<file path="src/rtl/load_store_unit.sv">
// rtl/load_store_unit.sv - ARM7 memory-access stage sequencing single and block transfers into data_cache
// Optional ROTATE_UNALIGNED_EN: unaligned word loads return mem_rdata rotated right by 8*addr[1:0].

module load_store_unit #(
   parameter int N      = 32,
   parameter int NREGS  = 16,
   parameter int RIDX_W = 4
) (
   input  logic              clk,
   input  logic              reset,
   input  logic              req_valid,
   output logic              req_ready,
   input  logic              op_load,
   input  logic              op_byte,
   input  logic              op_block,
   input  logic              blk_up,
   input  logic              blk_pre,
   input  logic [N-1:0]      addr,
   input  logic [RIDX_W-1:0] rd_idx,
   input  logic [NREGS-1:0]  reg_list,
   output logic [RIDX_W-1:0] rf_read_idx,
   input  logic [N-1:0]      rf_read_data,
   output logic              rf_write_en,
   output logic [RIDX_W-1:0] rf_write_idx,
   output logic [N-1:0]      rf_write_data,
   output logic              wb_base_en,
   output logic [N-1:0]      wb_base_data,
   output logic              done,
   output logic [N-1:0]      mem_address,
   output logic [N-1:0]      mem_wdata,
   input  logic [N-1:0]      mem_rdata,
   output logic              mem_read_enable,
   output logic              mem_write_enable,
   output logic              mem_isByte
);

   localparam int CNT_W = $clog2(NREGS + 1);

   // One-hot so each cache strobe decodes from a single state bit plus a stable op flag.
   typedef enum logic [5:0] {
      S_IDLE    = 6'b000001,
      S_SETUP   = 6'b000010,
      S_ADDR    = 6'b000100,
      S_STROBE  = 6'b001000,
      S_CAPTURE = 6'b010000,
      S_DONE    = 6'b100000
   } state_t;

   state_t           state_q, state_d;
   logic             load_q, load_d;
   logic             byte_q, byte_d;
   logic             block_q, block_d;
   logic             up_q, up_d;
   logic             pre_q, pre_d;
   logic [N-1:0]     base_q, base_d;
   logic [N-1:0]     addr_q, addr_d;
   logic [N-1:0]     new_base_q, new_base_d;
   logic [N-1:0]     wdata_q, wdata_d;
   logic [NREGS-1:0] mask_q, mask_d;

   logic [CNT_W-1:0]  cnt;
   logic [RIDX_W-1:0] cur_idx;
   logic [NREGS-1:0]  mask_rest;
   logic [N-1:0]      four_n;
   logic [N-1:0]      base_al;
   logic [N-1:0]      store_data;
   logic [N-1:0]      byte_load;
   logic [N-1:0]      load_data;

   // Remaining-beat mask: its population is n, its lowest set bit is the current register.
   always_comb begin
      cnt     = '0;
      cur_idx = '0;
      for (int i = NREGS - 1; i >= 0; i--) begin
         if (mask_q[i]) begin
            cnt     = cnt + CNT_W'(1);
            cur_idx = RIDX_W'(i);
         end
      end
   end

   assign mask_rest  = mask_q & (mask_q - NREGS'(1));
   assign four_n     = N'(cnt) << 2;
   assign base_al    = {base_q[N-1:2], 2'b00};
   assign store_data = byte_q ? {{(N-8){1'b0}}, rf_read_data[7:0]} : rf_read_data;
   assign byte_load  = {{(N-8){1'b0}}, mem_rdata[7:0]};

`ifdef ROTATE_UNALIGNED_EN
   localparam int SH_W = $clog2(N) + 1;
   logic [SH_W-1:0] rot_sh;
   logic [N-1:0]    rot_data;
   assign rot_sh    = SH_W'({addr_q[1:0], 3'b000});
   assign rot_data  = (mem_rdata >> rot_sh) | (mem_rdata << (SH_W'(N) - rot_sh));
   assign load_data = byte_q ? byte_load : rot_data;
`else
   assign load_data = byte_q ? byte_load : mem_rdata;
`endif

   always_comb begin
      state_d    = state_q;
      load_d     = load_q;
      byte_d     = byte_q;
      block_d    = block_q;
      up_d       = up_q;
      pre_d      = pre_q;
      base_d     = base_q;
      addr_d     = addr_q;
      new_base_d = new_base_q;
      wdata_d    = wdata_q;
      mask_d     = mask_q;

      req_ready        = 1'b0;
      rf_read_idx      = '0;
      rf_write_en      = 1'b0;
      rf_write_idx     = '0;
      rf_write_data    = '0;
      wb_base_en       = 1'b0;
      wb_base_data     = '0;
      done             = 1'b0;
      mem_address      = '0;
      mem_wdata        = '0;
      mem_read_enable  = 1'b0;
      mem_write_enable = 1'b0;
      mem_isByte       = 1'b0;

      case (state_q)
         S_IDLE: begin
            req_ready = 1'b1;
            if (req_valid) begin
               load_d  = op_load;
               byte_d  = op_byte & ~op_block;
               block_d = op_block;
               up_d    = blk_up;
               pre_d   = blk_pre;
               base_d  = addr;
               mask_d  = op_block ? reg_list : (NREGS'(1) << rd_idx);
               state_d = S_SETUP;
            end
         end
         S_SETUP: begin
            if (block_q) begin
               case ({up_q, pre_q})
                  2'b10:   addr_d = base_al;
                  2'b11:   addr_d = base_al + N'(4);
                  2'b00:   addr_d = base_al - four_n + N'(4);
                  default: addr_d = base_al - four_n;
               endcase
               new_base_d = up_q ? (base_q + four_n) : (base_q - four_n);
               state_d    = (mask_q == '0) ? S_DONE : S_ADDR;
            end else begin
               addr_d  = base_q;
               state_d = S_ADDR;
            end
         end
         S_ADDR: begin
            mem_address = addr_q;
            mem_isByte  = byte_q;
            if (!load_q) begin
               rf_read_idx = cur_idx;
               mem_wdata   = store_data;
               wdata_d     = store_data;
            end
            state_d = S_STROBE;
         end
         S_STROBE: begin
            mem_address      = addr_q;
            mem_isByte       = byte_q;
            mem_wdata        = load_q ? '0 : wdata_q;
            mem_read_enable  = load_q;
            mem_write_enable = ~load_q;
            state_d          = S_CAPTURE;
         end
         S_CAPTURE: begin
            if (load_q) begin
               rf_write_en   = 1'b1;
               rf_write_idx  = cur_idx;
               rf_write_data = load_data;
            end
            mask_d  = mask_rest;
            addr_d  = addr_q + N'(4);
            state_d = (mask_rest == '0) ? S_DONE : S_ADDR;
         end
         S_DONE: begin
            done         = 1'b1;
            wb_base_en   = block_q;
            wb_base_data = block_q ? new_base_q : '0;
            state_d      = S_IDLE;
         end
         default: state_d = S_IDLE;
      endcase
   end

   always_ff @(posedge clk) begin
      if (reset) begin
         state_q    <= S_IDLE;
         load_q     <= 1'b0;
         byte_q     <= 1'b0;
         block_q    <= 1'b0;
         up_q       <= 1'b0;
         pre_q      <= 1'b0;
         base_q     <= '0;
         addr_q     <= '0;
         new_base_q <= '0;
         wdata_q    <= '0;
         mask_q     <= '0;
      end else begin
         state_q    <= state_d;
         load_q     <= load_d;
         byte_q     <= byte_d;
         block_q    <= block_d;
         up_q       <= up_d;
         pre_q      <= pre_d;
         base_q     <= base_d;
         addr_q     <= addr_d;
         new_base_q <= new_base_d;
         wdata_q    <= wdata_d;
         mask_q     <= mask_d;
      end
   end

endmodule

</file>
<file path="config.mk">
export PLATFORM = sky130hd
export DESIGN_NAME = load_store_unit
export DESIGN_NICKNAME = d
export VERILOG_FILES = /design/src/rtl/load_store_unit.sv
export SDC_FILE = /design/constraint.sdc
export NUM_CORES = 1
export LEC_CHECK = 0
export ABC_AREA = 0
export ABC_CLOCK_PERIOD_IN_PS = 10000
export CAP_MARGIN = 40
export CORE_MARGIN = 4
export CORE_UTILIZATION = 48
export DETAILED_ROUTE_END_ITERATION = 8
export PLACE_DENSITY_LB_ADDON = 0.3
export SLEW_MARGIN = 20
export SYNTH_ARGS = -nofsm -noshare
export SYNTH_HDL_FRONTEND = slang
export SYNTH_SLANG_ARGS = --single-unit
</file>
<file path="constraint.sdc">
create_clock -name clk -period 10 [get_ports clk]
set_clock_uncertainty 0.05 [all_clocks]
set_input_delay 1.5 -clock clk [delete_from_list [all_inputs] [get_ports clk]]
set_output_delay 1.5 -clock clk [all_outputs]
set_load 0.05 [all_outputs]
</file>
# Word-level counts from Yosys, hierarchy flattened
# Index checks and enable logic that the tools add are counted.
totals:
  reg_bits: 155
  wordCells: 123
  inputBits: 124
classes:
  n_reduce_logical: 10
  n_shift: 1
  eq_ne: 9
  mux: 66
  bitwise_logic: 4
  n_addsub: 22
ops:
  columns: ["cell", "count"]
  rows:
  - ["$mux 32", 11]
  - ["$pmux 32 s2", 2]
  - ["$add 32x3->32 const B", 3]
  - ["$pmux 32 s3", 1]
  - ["$mux 4", 20]
  - ["$add 5x1->5 const B", 15]
  - ["$mux 5", 15]
  - ["$sub 32x7->32", 2]
  - ["$add 32x7->32", 1]
  - ["$logic_not 16->1", 2]
  - ["$mux 16", 2]
  - ["$pmux 16 s2", 1]
  - ["$pmux 6 s5", 1]
  - ["$mux 6", 4]
  - ["$and 16x16->16", 1]
  - ["$shl 1x4->16 const A", 1]
  - ["$sub 16x1->16 const B", 1]
  - ["$mux 1", 9]
  - ["$reduce_and 2->1", 4]
  - ["$eq 6x1->1 const B", 1]
  - ["$eq 6x2->1 const B", 1]
  - ["$eq 6x3->1 const B", 1]
  - ["$eq 6x4->1 const B", 1]
  - ["$eq 6x5->1 const B", 1]
  - ["other kinds (8)", 11]

# Longest topological paths before layout
# Gate-level depths: netlist (run 1).
depth:
  word_depth: 36
  mapped_depth: 52
  depth_no_buf: 51

# Least setup slack after synthesis (run 1)
# Ideal clock, no wire load.
synth_timing:
  path_kind: "reg-to-reg"
  start: "register mask_q[14]"
  end: "register addr_q[25]"
  path_buffers: 1
  stages_incl_launch_ff: 51
  setup_slack_ns: -0.326
  synth_period_minus_slack_ns: 10.326
  arrival_time_ns: 10.207
  cell_sequence: "dfxtp_1 > inv_1 > ha_1 > buf_2 > xor2_1 > ha_1 > nand3b_1 > mux2_1 > o211ai_1 > ha_1 > nand2_1 > o31ai_1 > o21a_1 > mux2_4 > nor3_2 > ha_1 > nand2b_1 > o31a_1 > [... 15 more ...] > xnor2_1 > xnor2_1 > nand3_1 > nor2_1 > xor2_1 > ha_1 > inv_1 > a21oi_1 > o21ai_1 > or3_1 > xnor2_1 > nand4_1 > nor4_1 > nor3b_1 > xnor2_1 > a22oi_1 > or2_2 > a21oi_1"
synth_via:
  elab_chain_cells: 34
synth_rtl:
  columns: ["item", "line_no", "rtl"]
  rows:
  - ["start, declared", "59", "logic [NREGS-1:0] mask_q, mask_d;"]
  - ["start signal, assigned", "217", "mask_q <= mask_d;"]
  - ["$mux 5 (*)", "75", "if (mask_q[i]) begin"]
  - ["$add 5x1->5", "76", "cnt = cnt + CNT_W'(1);"]
  - ["$mux 5 (*)", "75", null]
  - ["$add 5x1->5", "76", null]
  - ["$mux 5 (*)", "75", null]
  - ["$add 5x1->5", "76", null]
  - ["$mux 5 (*)", "75", null]
  - ["$add 5x1->5", "76", null]
  - ["[... 18 more ...]", null, null]
  - ["$mux 5 (*)", "75", null]
  - ["$add 5x1->5", "76", null]
  - ["$mux 5 (*)", "75", null]
  - ["$sub 32x7->32 (*)", "145, 146", null]
  - ["$add 32x3->32", "145", "2'b00: addr_d = base_al - four_n + N'(4);"]
  - ["$pmux 32 s3 (*)", "142", "case ({up_q, pre_q})"]
  - ["$mux 32 (*)", "141", "if (block_q) begin"]
  - ["$pmux 32 s2 (*)", "126", "case (state_q)"]
  - ["end signal, assigned", "214", "addr_q <= addr_d;"]
  - ["end, declared", "56", "logic [N-1:0] addr_q, addr_d;"]
# Every way passes the cells marked *; elsewhere a longest branch is shown, timed or not.
# A chain may end at the register's enable or synchronous reset.

# Worst setup path in the final report (run 1)
layout_timing:
  start: "register mask_q[14]"
  end: "register addr_q[26]"
# The elaborated chain is that of the path after synthesis.

==> metrics.txt, run 1 <==
status=completed; largest net degree at the start of global routing=74; type of origin of the critical path=register; Avg WL per Cell=20.1 µm; Least-Margin Pin Slew=0.774 ns; Synthesis Warnings=0; I/O pin count=267; area grow syn2layout=38.9%; maximum clock path buffer count=2; asr flop ratio synth=0%; CP max FO=4; met3 usage=4.77%; fin nets=2,310; endpoints failing setup=0; Seq cells post-synth=155; Top cell by count, worst path=buf_4; Worst Setup End Kind=register; Routed Antenna Nets=0; die height=173 µm; GR Overflow Total=0; core area=26,900 µm²; Synth top cells by count=297 x nand2_1, 185 x a21oi_1, 163 x nor2_1, 155 x dfxtp_1, 147 x clkbuf_1; Static Leak=6.80 nW; Seq/Total Area, Yosys=23.8%; crit path kind=register to register; Fin. Hold Viols=0; Mapped Area=13,100 µm²; Routability Congestion=0.942; TritonCTS Buffers=17; Final period util=99.9%; Synth Area per Inst=7.01 µm²; worst vdd ir=0.118 mV; CTS H-Tree Depth=4; most frequent cell after synthesis=nand2_1; met2 usage=50.5%; Global Route met1 Usage=43.9%; DP HPWL=35,900 µm; share of cells above drive strength 1=15.8%; max cap viols=0; Die ar.=29,900 µm²; Clock Pin Slew Worst Setup and Hold Paths=0.08 ns; sequential power share=26.3%; Sink Count=155; busiest grt layer=met2; Synth cell types=86; via count=15,100; antenna cell count=0; CP arrival=10.26 ns; Hold Slack=0.399 ns; die width=173 µm; Clock Power Share=26.8%; Synth Instances=1,864; minimum clock period=9.99 ns; Yosys top cell area share=23.8%; first-pass GRT wire length=77,300 µm; CP max stage delay=0.37 ns; synthesized net count=2,023; All-Layer GR Usage=31.3%; Fmax achieved=100 MHz; slowest CP cell=dfxtp_4; vias in the first global route=13,800; initial core utilization=48.6%; WL final=50,400 µm; Net Switching=1.02 mW; Slew Viols, Final=0; number of flops mapped to enable cells by yosys=0; main flop type after synthesis=dfxtp_1; I/O Buffers=266; unrepaired setup endpoints after global routing=true; vias per inst=6.04; Slew HR=48.4%; Crit path required time=10.28 ns; # rows=60; Int Power=1.58 mW; clock root buffer master=clkbuf_16; largest area contributor in the netlist=dfxtp_1; Min-Delay Path Class=register to register; initial antenna violation count=0; First-pass DRT Iterations=8; synth top area cells=dfxtp_1 24%, nand2_1 8.5%, a21oi_1 7.1%; PD cells=143 nW/µm²; Clock Latency Late Sink=0.44 ns; Logic pwr share=46.9%; initial drt markers=1,585; Core Util, Final=67.5%; Post-route DRC=0; CTS tree=yes; switch share=39.3%
==> layout make-up <==
| class | count | area, µm² |
|---|---|---|
| multi-input combinational | 1514 | 9920 |
| fill | 2276 | 8730 |
| timing repair buffer | 427 | 3920 |
| sequential | 155 | 3110 |
| tap | 341 | 427 |
| clock buffer | 17 | 425 |
| clock inverter | 15 | 199 |
| inverter | 36 | 140 |
==> registers in the layout (all words and copies together), names as in the netlist <==
name / cells
base_q: 32
addr_q: 32
load_q: 1
byte_q: 1
pre_q: 1
wdata_q: 32
block_q: 1
state_q: 6
up_q: 1
new_base_q: 32
mask_q: 16
==> routing by layer <==
layer / vias to the layer above / routed length [µm]
li1: 7174 / -
met1: 7179 / 22300
met2: 695 / 23100
met3: 86 / 3820
met4: 0 / 1230
met5: - / 0
==> layout by cell type (no fill, tap or decap), drive strengths merged, types with 58 or more instances in the layout <==
cell and count:
nor2 163, a21oi 185, xnor2 86, clkdlybuf4s50 265, buf 162, o21ai 58, nand2 297, and2 67
dfxtp 155
==> repair_timing <==
action,in CTS,in global routing
endpoints found under the setup margin,21,38
resized for setup,26,101
setup buffers,2,26
pin swaps,11,57
hold buffers,0,0
==> worst max-delay path, delay by kind of cell (launching register included) <==
family	cells	cell delay, ns
xor+xnor	5	0.99
fa+ha+maj	9	2.67
compound gates	21	3.42
simple gates	7	0.74
mux	2	0.39
flops	1	0.37
buf+inv	10	1.24
==> power by group through the flow <==
stage / clock (mW) / sequential [mW] / combinational, mW
6_report: 0.697 / 0.683 / 1.22
4_1_cts: 0.703 / 0.680 / 1.03
3_5_place_dp: 0 / 0.694 / 0.997
5_1_grt: 0.726 / 0.687 / 1.31
2_1_floorplan: 0 / 0.660 / 0.629
3_3_place_gp: 0 / 0.693 / 0.984
==> path summary, 6_finish.rpt <==
check	endpoint	cells past startpoint	slack (ns)	from
max reg2reg	addr_q[26]	54	0.01	mask_q[14]
min	new_base_q[19]	2	0.40	new_base_q[19]
max	addr_q[26]	54	0.01	mask_q[14]
min reg2reg	new_base_q[19]	2	0.40	new_base_q[19]
==> through the flow <==
step	power [mW]	TNS, ns	std cells	setup WS [ns]	instance area [µm²]
after floorplan	1.29	-0.000108	1864	-0.000108	13100
after global placement	1.68	0	2438	0.0176	16600
after detailed placement	1.69	-4.45	2445	-0.312	16700
after CTS	2.41	0	2479	0.00577	17400
after global routing	2.72	-4.27	2505	-0.267	18100
final	2.60	0	2505	0.0129	18100
==> kinds of logic (layout without fill, tap and decap cells) <==
logic type	after synthesis	in the layout	share of synthesized area, %
XOR/XNOR	145	145	10.8
flip-flops	155	155	23.8
AO/OA/AOI/OAI	481	481	23.8
adder cells (fa/ha/maj)	36	36	3.54
AND/OR/NAND/NOR	836	836	31.1
buffers and inverters	195	495	5.68
multiplexers	16	16	1.29
No activity file was read; power rests on OpenSTA's default activity.
==> run 2, diff against run 1 <==
SKIP_CTS_REPAIR_TIMING = 1   (was not set)
==> run 2 against run 1 <==
Net effect: sequential share of layout area shrank 0.058 points; cell area grew 0.34%; non-clock buffer count grew 4; global-route usage shrank 0.17 points; power shrank 0.81%; sequential power is essentially flat; register-to-register slack gained 0.12 ns; worst hold slack is essentially flat; critical path depth shrank 4; critical endpoint is now addr_q[23]; largest cell class unchanged; largest power group unchanged; highest routed layer unchanged.
==> metrics.txt, run 2 (synthesis gave the netlist of run 1 again) <==
All-Layer GR Usage=31.1% (was 31.3%); Reg2Reg Launch Point=mask_q[15] (was mask_q[14]); Top cell by count, worst path=ha_4 (was buf_4); type of origin of the critical path=register (unchanged); Core Util, Final=67.7% (was 67.5%); unrepaired setup endpoints after global routing=true (unchanged); Clock Pin Slew Worst Setup and Hold Paths=0.08 ns (about the same); Min-Delay Path Class=register to register (unchanged); Hold Path Depth=2 (unchanged); minimum clock period=9.86 ns (was 9.99 ns); worst vdd ir=0.119 mV (was 0.118 mV); Sink Count=155 (unchanged); Hold Path Sink=new_base_q[19] (unchanged); Die ar.=29,900 µm² (unchanged); Routed Antenna Nets=0 (unchanged); initial drt markers=1,488 (was 1,585); Placement Cell Area=16,700 µm² (unchanged); Slew HR=47.8% (was 48.4%); most frequent cells in the layout=295 x nand2_1, 265 x clkdlybuf4s50_1, 176 x a21oi_1 (was 294 x nand2_1, 265 x clkdlybuf4s50_1, 177 x a21oi_1); initial core utilization=48.6% (unchanged); slowest CP cell=a2111oi_4 (was dfxtp_4); vias per inst=6.03 (was 6.04); Clock Latency Late Sink=0.44 ns (about the same); share of cells above drive strength 1=15.9% (was 15.8%); commonest non-fill, non-tap cell in the layout=nand2_1 (unchanged); antenna cell count=0 (unchanged); Worst Setup End Kind=register (unchanged); Static Leak=6.84 nW (was 6.80 nW); worst reg2reg path depth=50 (was 54); die height=173 µm (unchanged); # rows=60 (unchanged); I/O pin count=267 (unchanged); maximum clock path buffer count=2 (unchanged); FF-to-FF End=addr_q[23] (was addr_q[26]); Hold Slack=0.399 ns (about the same); Routability Congestion=0.942 (unchanged); GR Overflow Total=0 (unchanged); area grow syn2layout=39.4% (was 38.9%); WL final=50,100 µm (was 50,400 µm); vias in the first global route=13,700 (was 13,800); max cap viols=0 (unchanged); CP max stage delay=0.37 ns (about the same); via count=15,100 (about the same); Fin. Hold Viols=0 (unchanged); CTS tree=yes (unchanged); Avg WL per Cell=20.0 µm (was 20.1 µm); Post-route DRC=0 (unchanged); PnR worst setup slack=0.135 ns (was 0.0129 ns); endpoints failing setup=0 (unchanged); core area=26,900 µm² (unchanged); CP arrival=10.15 ns (was 10.26 ns); Slew Viols, Final=0 (unchanged); CP max FO=5 (was 4); largest net degree at the start of global routing=74 (unchanged); reg2reg setup slack=0.14 ns (was 0.01 ns); fin nets=2,314 (was 2,310); die width=173 µm (unchanged); Setup WS pre-CTS=-0.312 ns (unchanged); Crit path required time=10.29 ns (was 10.28 ns); First-pass DRT Iterations=6 (was 8); DP HPWL=35,900 µm (unchanged); Fmax achieved=101 MHz (was 100 MHz); CTS H-Tree Depth=4 (unchanged); post-layout instance area=18,200 µm² (was 18,100 µm²); I/O Buffers=266 (unchanged); clock root buffer master=clkbuf_16 (unchanged); initial antenna violation count=0 (unchanged); hold path startpoint=new_base_q[19] (unchanged); PD cells=142 nW/µm² (was 143 nW/µm²); first-pass GRT wire length=76,900 µm (was 77,300 µm); TritonCTS Buffers=17 (unchanged); Least-Margin Pin Slew=0.783 ns (was 0.774 ns); status=completed (unchanged); crit path kind=register to register (unchanged); Final period util=98.6% (was 99.9%)
==> run 2: worst max path at each step <==
| stage | slack (ns) | end | start |
|---|---|---|---|
| global route | -0.29 | addr_q[19] | mask_q[15] |
| CTS | -0.39 | addr_q[30] | mask_q[14] |
| floorplan | -0.0001 | addr_q[25] | mask_q[14] |
| finish | 0.14 | addr_q[23] | mask_q[15] |
| global placement | 0.02 | addr_q[28] | mask_q[14] |
| detailed placement | -0.31 | addr_q[23] | mask_q[14] |
==> run 2: through the flow <==
| stage | power, mW | std cells | setup TNS (ns) |
|---|---|---|---|
| after floorplan | 1.29 | 1864 | -0.000108 |
| after global placement | 1.68 | 2438 | 0 |
| after detailed placement | 1.69 | 2445 | -4.45 |
| after CTS | 2.39 | 2477 | -5.70 |
| after global routing | 2.70 | 2509 | -4.42 |
| final | 2.58 | 2509 | 0 |
==> run 2: power breakdown <==
group,total [mW],internal [mW],switching [mW]
combinational,1.20,0.576,0.624
clock,0.695,0.363,0.332
sequential,0.683,0.634,0.0497
==> run 2: cell type report <==
cell class | count | area (µm²)
well taps | 341 | 427
fillers | 2265 | 8670
clock buffers | 17 | 425
flip-flops and latches | 155 | 3110
repair buffers | 431 | 3980
multi-input cells | 1514 | 9930
inverters | 36 | 141
clock inverters | 15 | 199
==> run 2: metal layers <==
metal	routed length, µm	GRT usage, %
met5	0	0
met3	3730	4.63
met1	22100	43.9
met4	1180	7.05
met2	23100	50.5
==> run 2: critical path: cells and delay by family (launching register included) <==
kind	cells	cell delay (ns)
AOI/OAI and AO/OA	16	2.55
adders and majority gates	9	2.38
and+or+nand+nor	9	1.56
xor gates and xnor gates	6	1.11
muxes	4	0.95
buffers and inverters	6	0.80
DFF	1	0.36
==> edit 1 (config.mk and constraints of run 2) <==
Set the parameter `NREGS` to 32 (it was 16).
--- a/src/rtl/load_store_unit.sv
+++ b/src/rtl/load_store_unit.sv
@@ -3,7 +3,7 @@
 
 module load_store_unit #(
    parameter int N      = 32,
-   parameter int NREGS  = 16,
+   parameter int NREGS  = 32,
    parameter int RIDX_W = 4
 ) (
    input  logic              clk,
Ports: changed (resized reg_list); port bits go from 267 to 283. No check against the original RTL was run, so the function may have changed too.
==> edit 1 against run 2 <==
- the run now ends with setup timing left
- synthesized cell count grew 25%
- highest routed layer unchanged
- sequential cell count grew 16
- count of clock-buffer cells in the layout is the same
- area after synthesis grew 28%
- maximum frequency shrank 48%
- routed wire length grew 27%
- total power grew 85%
- via count grew 31%
- sequential share of layout area shrank 3.4 points
- worst setup slack lost 9.1 ns
- cell area grew 37%
==> edit 1: results (changes against run 2) <==
metric,value,unit,change
intPower,2.76,mW,was 1.57 mW
drive_gt1_share,26.5,%,was 15.9%
crit_path_top_delay_cell,or4b_4,,was a2111oi_4
grt_pass1_vias,19200,,"was 13,700"
synth_top_area_share,20.4,%,was 23.8%
grt_usage,30.8,%,was 31.1%
numPortBuffers,282,,was 266
ir_drop,134,uV,was 119 uV
std_cell_rows,68,,was 60
synth.area.top_cells,"dfxtp_1 (20%), nand2_1 (7.8%), xnor2_1 (6.7%)",,"was dfxtp_1 (24%), nand2_1 (8.5%), a21oi_1 (7.1%)"
setup_slack,-8.92,ns,was 0.135 ns
status,"finished, violations left",,was finished clean
synthTopCellsByCount,"nand2_1 (347), nor2_1 (221), a21oi_1 (215)",,"was nand2_1 (297), a21oi_1 (185), nor2_1 (163)"
dpl_cell_area,23100,um2,"was 16,700 um2"
antenna_found_initial,0,,unchanged
yosysSeqAreaShare,20.4,%,was 23.8%
fin_nets,3091,,"was 2,314"
wirelength,63800,um,"was 50,100 um"
leakage,10.0,nW,was 6.84 nW
place_inst,3291,,"was 2,445"
clockBufferDepth,2,,unchanged
power_frac_seq,15.8,%,was 26.5%
path_max_fanout,4,,was 5
avgRoutedWirePerCell,19.0,um,was 20.0 um
gp_congestion,0.949,,was 0.942
power,4.76,mW,was 2.58 mW
ys_types,93,,was 86
min-delay-path-class,flip-flop to flip-flop,,unchanged
grt_pass1_wl,97500,um,"was 76,900 um"
vias,19900,,"was 15,100"
dp_slack,-9.22,ns,was -0.312 ns
hpwl,46900,um,"was 35,900 um"
max_stage_delay,0.58,ns,was 0.37 ns
drt-initial-drc-count,1539,,"was 1,488"
arrival,19.20,ns,was 10.15 ns
setup_viol,58,,was 0
worstMarginPinSlew,0.955,ns,was 0.783 ns
ys.warnings.count,0,,unchanged
first_pass_iters,5,,was 6
synth_cells,2339,,"was 1,864"
synth.net_count,2533,,"was 2,023"
ys_async_sr_fraction,0,%,unchanged
comb-power,3.31,mW,was 1.20 mW
violations,setup timing,,
clock_latency,0.46,ns,was 0.44 ns
grt_max_degree,77,,was 74
tns,-432.03,ns,was 0 ns
-- edit 1: path summary, 6_finish.rpt --
path,from,to,slack (ns),cells past startpoint
hold reg to reg,new_base_q[14],new_base_q[14],0.41,2
setup / recovery,mask_q[30],addr_q[25],-8.92,108
setup reg to reg,mask_q[30],addr_q[25],-8.92,108
hold / removal,new_base_q[14],new_base_q[14],0.41,2
-- edit 1: critical path, delay by kind of cell, from the launching register on --
kind	cells	cell delay, ns
multiplexers	9	1.59
AO/OA/AOI/OAI	39	5.68
AND/OR/NAND/NOR	23	3.57
flip-flops	1	0.38
buffers and inverters	5	0.48
XOR/XNOR	14	2.08
adder cells (fa/ha/maj)	18	4.94
-- edit 1: per-layer routing --
metal	global-route usage (%)	share of wire, %	up-vias
met4	14.3	5.1	0
met5	0	0	-
met2	52.9	49	750
li1	-	-	9392
met3	5.16	5.7	201
met1	37.6	40	9527
-- edit 1: cell families (layout without fill, tap and decap cells) --
| kind of cell | count (synthesis) | after routing | synth area share (%) |
|---|---|---|---|
| AOI/OAI and AO/OA | 588 | 588 | 22.7 |
| muxes | 28 | 28 | 1.72 |
| and+or+nand+nor | 1011 | 1011 | 29.2 |
| buffers and inverters | 237 | 808 | 5.47 |
| DFF | 171 | 171 | 20.4 |
| adders and majority gates | 59 | 59 | 4.41 |
| xor gates and xnor gates | 245 | 245 | 16.1 |
-- edit 1: final cells by class --
type,instances,area (um2)
clock buffer,17,425
clock inverter,15,170
timing repair buffer,712,6170
inverter,64,243
sequential,171,3430
fill,2706,9520
tap,455,569
multi-input combinational,1931,14000
==> edit 2 (config.mk and constraints of run 2) <==
Made on the original files. The 6 states of `state_t` get a binary encoding in 3 bits. Comments in the files are not updated.
--- a/src/rtl/load_store_unit.sv
+++ b/src/rtl/load_store_unit.sv
@@ -37,13 +37,13 @@
    localparam int CNT_W = $clog2(NREGS + 1);
 
    // One-hot so each cache strobe decodes from a single state bit plus a stable op flag.
-   typedef enum logic [5:0] {
-      S_IDLE    = 6'b000001,
-      S_SETUP   = 6'b000010,
-      S_ADDR    = 6'b000100,
-      S_STROBE  = 6'b001000,
-      S_CAPTURE = 6'b010000,
-      S_DONE    = 6'b100000
+   typedef enum logic [2:0] {
+      S_IDLE    = 3'd0,
+      S_SETUP   = 3'd1,
+      S_ADDR    = 3'd2,
+      S_STROBE  = 3'd3,
+      S_CAPTURE = 3'd4,
+      S_DONE    = 3'd5
    } state_t;
 
    state_t           state_q, state_d;
Check against the original RTL: same outputs for any inputs over 4 cycles, from zero or initial values and one cycle with reset high; so few cycles prove little.
==> edit 2 against run 2 <==
- the flow now finishes with violations (setup timing)
- critical path type unchanged
- worst setup slack got worse by 0.55 ns
- maximum frequency down 5.3%
- total power is 12% higher
- sequential cell count decreased by 3
- cell area is 1.6% lower
- area after synthesis increased by 0.32%
- sequential power increased by 5.9%
- critical endpoint is now addr_q[31]
- routed wire length shrank 5.3%
==> edit 2: results (changes against run 2) <==
metric,value,unit,change
status,"finished, violations left",,was finished clean
violations,setup timing,,
crit_path_top_delay_cell,or4b_4,,was a2111oi_4
numPortBuffers,266,,unchanged
reg2reg_depth,54,,was 50
tns,-3.85,ns,was 0 ns
gp_congestion,0.976,,was 0.942
worstHoldStart,new_base_q[7],,was new_base_q[19]
grt_max_degree,66,,was 74
yosysSeqAreaShare,23.2,%,was 23.8%
arrival,10.66,ns,was 10.15 ns
n_antenna_cell,0,,unchanged
fin_nets,2299,,"was 2,314"
setup_slack,-0.420,ns,was 0.135 ns
fin_cells,2494,,"was 2,509"
ys_types,95,,was 86
grt_pass1_wl,73200,um,"was 76,900 um"
vias,14900,,"was 15,100"
first_pass_iters,5,,was 6
rr_endpoint,addr_q[31],,was addr_q[23]
intPower,1.65,mW,was 1.57 mW
setup_viol,18,,was 0
grt_pass1_vias,13400,,"was 13,700"
ys_async_sr_fraction,0,%,unchanged
drt-initial-drc-count,1384,,"was 1,488"
synth.net_count,2024,,"was 2,023"
avgRoutedWirePerCell,19.0,um,was 20.0 um
r2r_start,mask_q[14],,was mask_q[15]
hpwl,34200,um,"was 35,900 um"
min_to,new_base_q[7],,was new_base_q[19]
ir_drop,104,uV,was 119 uV
worstMarginPinSlew,0.833,ns,was 0.783 ns
avgSynthCellArea,7.03,um2,was 7.01 um2
path_max_fanout,6,,was 5
hold_slack,0.401,ns,was 0.399 ns
drive_gt1_share,14.4,%,was 15.9%
max_stage_delay,0.56,ns,was 0.37 ns
grt_usage,29.4,%,was 31.1%
synth.area.top_cells,"dfxtp_1 (23%), nand2_1 (8.3%), a21oi_1 (6.7%)",,"was dfxtp_1 (24%), nand2_1 (8.5%), a21oi_1 (7.1%)"
synthTopCellsByCount,"nand2_1 (290), nor2_1 (186), a21oi_1 (176)",,"was nand2_1 (297), a21oi_1 (185), nor2_1 (163)"
fill_cells,2300,,"was 2,265"
==> edit 2: metrics by stage <==
| step | utilization [%] | area, um2 |
|---|---|---|
| after floorplan | - | 13200 |
| after global placement | 61.8 | 16600 |
| after detailed placement | 62.1 | 16700 |
| after CTS | 64.3 | 17300 |
| after global routing | 66.6 | 17900 |
| final | 66.6 | 17900 |
==> edit 2: per-layer routing <==
layer  track usage [%]  wire length [um]
met1              41.1             20700
met2              46.7             21600
met3              4.60              3820
met4              9.18              1310
met5                 0                 0
==> edit 2: kinds of logic after synthesis <==
kind of cell | count (synthesis) | synth area share [%]
mux | 11 | 0.840
flops | 152 | 23.2
buf+inv | 192 | 5.70
fa+ha+maj | 40 | 3.84
simple gates | 829 | 30.2
xor+xnor | 135 | 10.6
compound gates | 506 | 25.6
==> edit 2: power by group through the flow <==
stage / clock network [mW] / logic (mW) / registers (mW)
final: 0.670 / 1.50 / 0.723
after global routing: 0.704 / 1.62 / 0.730
after CTS: 0.674 / 1.38 / 0.719
after detailed placement: 0 / 1.37 / 0.732
after global placement: 0 / 1.35 / 0.731
after floorplan: 0 / 0.904 / 0.684
==> edit 2: worst max path at each step <==
stage | from | end | depth (start not counted)
after floorplan | mask_q[14] | addr_q[31] | 49
after global placement | mask_q[14] | addr_q[22] | 52
after detailed placement | mask_q[14] | addr_q[22] | 50
after CTS | mask_q[14] | addr_q[12] | 51
after global routing | mask_q[14] | addr_q[25] | 53
final | mask_q[14] | addr_q[31] | 54
==> edit 2: layout make-up <==
cell class | instances | area share, %
sequential | 152 | 17.0
clock inverter | 15 | 0.971
inverter | 36 | 0.769
clock buffer | 17 | 2.38
tap | 341 | 2.38
multi-input combinational | 1521 | 54.9
timing repair buffer | 412 | 21.6
